File: src/rtl/sccb_pkg.sv
// Shared SCCB definitions: FSM state type, frame geometry and the default camera write address.
package sccb_pkg;

  typedef enum logic [2:0] {
    ST_IDLE,
    ST_START,
    ST_BIT,
    ST_STOP,
    ST_DONE
  } sccbState_e;

  localparam int SCCB_BITS        = 27;
  localparam int SCCB_START_TICKS = 2;
  localparam int SCCB_STOP_TICKS  = 3;
  localparam logic [7:0] SCCB_DEV_ADDR = 8'h42;

  // Every ninth bit of the frame (indices 8, 17, 26) is the slave's ACK slot.
  function automatic logic isAckBit(input logic [4:0] bitIdx);
    return (bitIdx == 5'd8) || (bitIdx == 5'd17) || (bitIdx == 5'd26);
  endfunction

endpackage

File: src/rtl/sccb_shift_reg.sv
// 27-bit frame shifter: parallel load, shift left, MSB presented as the next SIOD bit.
module sccb_shift_reg
  import sccb_pkg::*;
(
  input  logic                 iClk,
  input  logic                 iRst,
  input  logic                 iLoad,
  input  logic                 iShift,
  input  logic [SCCB_BITS-1:0] iLoadData,
  output logic                 oMsb
);

  logic [SCCB_BITS-1:0] shiftReg;

  always_ff @(posedge iClk or posedge iRst) begin
    if (iRst) begin
      shiftReg <= '0;
    end else if (iLoad) begin
      shiftReg <= iLoadData;
    end else if (iShift) begin
      shiftReg <= {shiftReg[SCCB_BITS-2:0], 1'b0};
    end
  end

  assign oMsb = shiftReg[SCCB_BITS-1];

endmodule

File: src/rtl/sccb_write_master.sv
// SCCB 3-phase write master (device addr, register addr, register data) paced by iEnClk ticks.
// Optional ACK checking is enabled by defining SCCB_ACK_CHECK_EN.
module sccb_write_master
  import sccb_pkg::*;
#(
  parameter logic [7:0] DEV_ADDR = SCCB_DEV_ADDR
) (
  input  logic       iClk,
  input  logic       iRst,
  input  logic       iEnClk,
  input  logic       iStart,
  input  logic [7:0] iRegAddr,
  input  logic [7:0] iRegData,
  input  logic       iSioD,
  output logic       oSioC,
  output logic       oSioD,
  output logic       oSioDOe,
  output logic       oBusy,
  output logic       oDone,
  output logic       oNack
);

  sccbState_e  state;
  logic [4:0]  bitCnt;
  logic [1:0]  phase;
  logic        frameMsb;
  logic        acceptStart;
  logic        shiftEn;

  assign acceptStart = (state == ST_IDLE) && iStart;
  assign shiftEn     = (state == ST_BIT) && iEnClk && (phase == 2'd3);

  sccb_shift_reg uShiftReg (
    .iClk      (iClk),
    .iRst      (iRst),
    .iLoad     (acceptStart),
    .iShift    (shiftEn),
    .iLoadData ({DEV_ADDR, 1'b1, iRegAddr, 1'b1, iRegData, 1'b1}),
    .oMsb      (frameMsb)
  );

  always_ff @(posedge iClk or posedge iRst) begin
    if (iRst) begin
      state   <= ST_IDLE;
      oSioC   <= 1'b1;
      oSioD   <= 1'b1;
      oSioDOe <= 1'b0;
      oBusy   <= 1'b0;
      oDone   <= 1'b0;
      bitCnt  <= '0;
      phase   <= '0;
    end else begin
      case (state)
        ST_IDLE: begin
          oDone <= 1'b0;
          if (iStart) begin
            state  <= ST_START;
            oBusy  <= 1'b1;
            bitCnt <= '0;
            phase  <= '0;
          end
        end
        ST_START: if (iEnClk) begin
          if (phase == 2'(SCCB_START_TICKS - 1)) begin
            oSioC <= 1'b0;
            phase <= '0;
            state <= ST_BIT;
          end else begin
            oSioD   <= 1'b0;
            oSioDOe <= 1'b1;
            oSioC   <= 1'b1;
            phase   <= phase + 2'd1;
          end
        end
        // Quarter-bit phases: q0 set data with SIOC low, q1/q2 SIOC high, q3 SIOC low.
        ST_BIT: if (iEnClk) begin
          phase <= phase + 2'd1;
          case (phase)
            2'd0: begin
              oSioC   <= 1'b0;
              oSioD   <= frameMsb;
              oSioDOe <= !isAckBit(bitCnt);
            end
            2'd1, 2'd2: oSioC <= 1'b1;
            default: begin
              oSioC <= 1'b0;
              if (bitCnt == 5'(SCCB_BITS - 1)) begin
                bitCnt <= '0;
                state  <= ST_STOP;
              end else begin
                bitCnt <= bitCnt + 5'd1;
              end
            end
          endcase
        end
        ST_STOP: if (iEnClk) begin
          phase <= phase + 2'd1;
          if (phase == 2'd0) begin
            oSioD   <= 1'b0;
            oSioDOe <= 1'b1;
            oSioC   <= 1'b0;
          end else if (phase != 2'(SCCB_STOP_TICKS - 1)) begin
            oSioC <= 1'b1;
          end else begin
            oSioD <= 1'b1;
            phase <= '0;
            state <= ST_DONE;
          end
        end
        ST_DONE: begin
          oDone   <= 1'b1;
          oBusy   <= 1'b0;
          oSioDOe <= 1'b0;
          oSioC   <= 1'b1;
          state   <= ST_IDLE;
        end
        default: state <= ST_IDLE;
      endcase
    end
  end

`ifdef SCCB_ACK_CHECK_EN
  logic nackAcc;
  logic nackReg;
  logic ackSample;

  assign ackSample = (state == ST_BIT) && iEnClk && (phase == 2'd2) && isAckBit(bitCnt);

  // Sticky per-frame accumulator, published to oNack only when the frame finishes.
  always_ff @(posedge iClk or posedge iRst) begin
    if (iRst) begin
      nackAcc <= 1'b0;
      nackReg <= 1'b0;
    end else if (acceptStart) begin
      nackAcc <= 1'b0;
      nackReg <= 1'b0;
    end else if (ackSample) begin
      nackAcc <= nackAcc | iSioD;
    end else if (state == ST_DONE) begin
      nackReg <= nackAcc;
    end
  end

  assign oNack = nackReg;
`else
  logic unusedSioD;
  assign unusedSioD = iSioD;
  assign oNack      = 1'b0;
`endif

endmodule

File: config.mk
export PLATFORM = sky130hd
export DESIGN_NAME = sccb_write_master
export DESIGN_NICKNAME = d
export VERILOG_FILES = /design/src/rtl/sccb_pkg.sv /design/src/rtl/sccb_shift_reg.sv /design/src/rtl/sccb_write_master.sv
export SDC_FILE = /design/constraint.sdc
export NUM_CORES = 1
export LEC_CHECK = 0
export BUFFER_PORTS_ARGS = -buffer_cell sky130_fd_sc_hd__buf_2
export CAP_MARGIN = 20
export CELL_PAD_IN_SITES_DETAIL_PLACEMENT = 0
export CELL_PAD_IN_SITES_GLOBAL_PLACEMENT = 2
export CORE_MARGIN = 2
export CORE_UTILIZATION = 35
export CTS_BUF_LIST = sky130_fd_sc_hd__clkbuf_8
export CTS_CLUSTER_SIZE = 12
export DETAILED_ROUTE_END_ITERATION = 12
export PLACE_DENSITY_LB_ADDON = 0.25
export SETUP_SLACK_MARGIN = 0.3
export SYNTH_ARGS = -nofsm -noshare
export SYNTH_HDL_FRONTEND = slang
export SYNTH_SLANG_ARGS = --single-unit
File: constraint.sdc
create_clock -name iClk -period 1.75 [get_ports iClk]
set_clock_uncertainty 0.15 [all_clocks]
set_input_delay 0 -clock iClk [delete_from_list [all_inputs] [get_ports iClk]]
set_output_delay 0 -clock iClk [all_outputs]
set_load 0.005 [all_outputs]
==> reports/metrics.cfg <==
[status]
outcome=complete, but fails checks
violations=negative setup slack

[setup_path]
required_ns=1.79
endpoint_kind=flop
rrSetupSlack_ns=-0.01
regToRegEndpoint=state[1]$_DFFE_PP0P_
start_kind=flop
cp.arrival_ns=1.80
path_max_fanout=5
critical_path_class=reg2reg
rr_worst_depth=6
regToRegStartpoint=phase[0]$_DFFE_PP0P_

[clock_tree]
clockRootBuffer=clkbuf_8
cts.path.max_buffers=2
worst_skew_pair.late_latency_ns=0.30
cts_made_buffers=5
tritoncts=built
htreeDepth=2
clk_pin_slew_worst_paths_ns=0.08
cts_sinks=42

[pwr]
p_leak_nw=1.62
netSwitchingFraction_pct=34.6
seq_power_share_pct=33.7
p_sw_mw=1.69
pwr-share-comb_pct=50.4
p_per_area_mw_per_mm2=1420
peakVddDrop_uv=880
internal-power_mw=3.19
p_clk_share_pct=15.9

[sta]
layout_setup_ws_ns=-0.0125
grt_setup_unrepaired=yes
fin_crit_ns=1.76
worstMarginPinSlew_ns=0.585
report.final.hold_viol_count=0
clock.fmax_ghz=0.567
setup_viol_count_final=1
finalCritPeriodShare_pct=101
slew_headroom_pct=60.8
slew_violations=0

[floorplanning]
die_width_um=84.1
initial_core_util_pct=35.8
coreArea_mm2=0.00628
io_pins=27
die-area_mm2=0.00708
rows=29
fp.dieH_um=84.1

[synth]
synth_area_per_cell_um2=10.1
ys_warn_count=0
syn_area_mm2=0.00225
seq_area_frac_synth_pct=46.9
syn_nets=255
netlist_instances=222
ys_ff_latch=42
synth_cell_types=40

[route]
wl_per_cell_um=14.9
remaining_drc_errors=0
vias=1961
vias_per_cell=5.08
wl_um=5740
dr.pass1.iters=4
drtAntennaViolNets=0
drt_iter0_markers=70

[flow_run]
drv_cap=0

[layout]
multi_input_area_mm2=0.00124
layout_common_cells=dfrtp_1, buf_4, buf_2
fill_cells=573
area_delta_synth_final_pct=52.9
final_common_cell=dfrtp_1
layout.nets=341
seq_area_mm2=0.00105
fin_util_pct=54.7
diodes=0
layout-drive-gt1-share_pct=39.2

[global_route]
antenna_found_initial=0
grt_pass1_vias=1941
gr-total-overflow=0
grt_max_degree=30
grt_pass1_wl_um=9270
grt_usage_pct=16.3

[place]
place.gp.congestion=0.824
pre_cts_slack_ns=-0.301
hpwl_um=3280
port_buffers=24

[worst_hold_path]
hp-class=in2async

[flip-flops by register name, indices dropped and copies added (netlist names)]
signal and flops:
state 3, bitCnt 5, uShiftReg.shiftReg 27, phase 2, oSioD 1, oSioDOe 1
oBusy 1, oSioC 1, oDone 1
[per-stage QoR]
step           hold slack [ns]  TNS, ns  cells  instance area (µm²)  power (mW)
2_1_floorplan           0.0271        0    222                 2280        2.74
3_3_place_gp            -0.140    -4.52    336                 2610        3.29
3_5_place_dp            -0.132    -4.77    336                 2610        3.31
4_1_cts                 0.0730        0    375                 3250        4.58
5_1_grt                  0.104   -0.459    386                 3440        5.24
6_report                0.0820  -0.0125    386                 3440        4.87
[worst max-delay path by stage]
stage,endpoint,slack (ns),start
after floorplan,bitCnt[2]$_DFFE_PP0P_,0.09,phase[1]$_DFFE_PP0P_
after global placement,uShiftReg.shiftReg[14]$_DFFE_PP0P_,-0.28,phase[0]$_DFFE_PP0P_
after detailed placement,uShiftReg.shiftReg[3]$_DFFE_PP0P_,-0.30,phase[0]$_DFFE_PP0P_
after CTS,oSioC$_DFFE_PP1P_,0.01,phase[0]$_DFFE_PP0P_
after global routing,oSioDOe$_DFFE_PP0P_,-0.12,bitCnt[0]$_DFFE_PP0P_
final,state[1]$_DFFE_PP0P_,-0.01,phase[0]$_DFFE_PP0P_
[cells in the mapped netlist, drive strengths merged]
| cell type | count | area (µm²) |
|---|---|---|
| a2111oi | 1 | 27.5 |
| a21o | 16 | 120 |
| a21oi | 7 | 35.0 |
| a221o | 1 | 10.0 |
| a22o | 20 | 175 |
| a22oi | 2 | 15.0 |
| a41oi | 1 | 8.76 |
| and2 | 1 | 6.26 |
| and2b | 1 | 7.51 |
| and3 | 1 | 6.26 |
| and4 | 1 | 8.76 |
| and4b | 1 | 10.0 |
| buf | 12 | 71.3 |
| clkbuf | 2 | 7.51 |
| conb | 1 | 3.75 |
| dfrtp | 40 | 1000 |
| dfstp | 2 | 52.6 |
| ha | 12 | 150 |
| inv | 7 | 26.3 |
| mux2 | 3 | 33.8 |
| nand2 | 21 | 83.8 |
| nand2b | 5 | 31.3 |
| nand3 | 7 | 35.0 |
| nand3b | 4 | 30.0 |
| nor2 | 14 | 52.6 |
| nor2b | 4 | 25.0 |
| nor3 | 3 | 20.0 |
| nor3b | 1 | 7.51 |
| o21a | 1 | 7.51 |
| o21ai | 22 | 110 |
| o22ai | 1 | 6.26 |
| o2bb2ai | 3 | 26.3 |
| o32a | 2 | 20.0 |
| or3 | 1 | 6.26 |
| xnor2 | 1 | 8.76 |
[cell families after synthesis]
logic type / share of synthesized area [%]
fa+ha+maj: 6.68
mux: 1.50
other cells: 0.167
flops: 46.9
simple gates: 14.7
buf+inv: 4.68
compound gates: 25.0
xor+xnor: 0.390
[routing by layer]
| metal | vias to the layer above | wire length, µm | track usage (%) |
|---|---|---|---|
| li1 | 969 | - | - |
| met1 | 961 | 2650 | 21.5 |
| met2 | 23 | 2870 | 27.2 |
| met3 | 8 | 147 | 2.97 |
| met4 | 0 | 70 | 4.99 |
| met5 | - | 0 | 0 |
[area by class of cell]
| type | instances | area share, % |
|---|---|---|
| Clock buffer | 5 | 2.00 |
| Clock inverter | 3 | 1.20 |
| Tap cell | 77 | 2.80 |
| Multi-Input combinational cell | 159 | 36.1 |
| Timing Repair Buffer | 93 | 26.1 |
| Sequential cell | 42 | 30.7 |
| Inverter | 7 | 1.13 |
[power by group through the flow]
stage | logic [mW] | clock network [mW] | registers (mW)
floorplan | 1.12 | 0 | 1.62
finish | 2.45 | 0.777 | 1.64
global route | 2.69 | 0.853 | 1.69
CTS | 2.16 | 0.801 | 1.62
detailed placement | 1.68 | 0 | 1.63
global placement | 1.67 | 0 | 1.62
[critical path: stages (launching register included)]
cell and delay, ns:
dfrtp_2 0.43, buf_8 0.15, ha_4 0.17, o21a_1 0.16, o32a_1 0.32, a41oi_2 0.18, o2bb2ai_1 0.08
[repair_timing]
item,4_1_cts,5_1_grt
setup endpoints to repair,40,42
gates resized for setup,45,27
setup buffers,9,8
hold endpoints to repair,58,0
pin swaps,10,11
hold buffers,18,0
cloned,4,3
No activity file was read; power rests on OpenSTA's default activity.
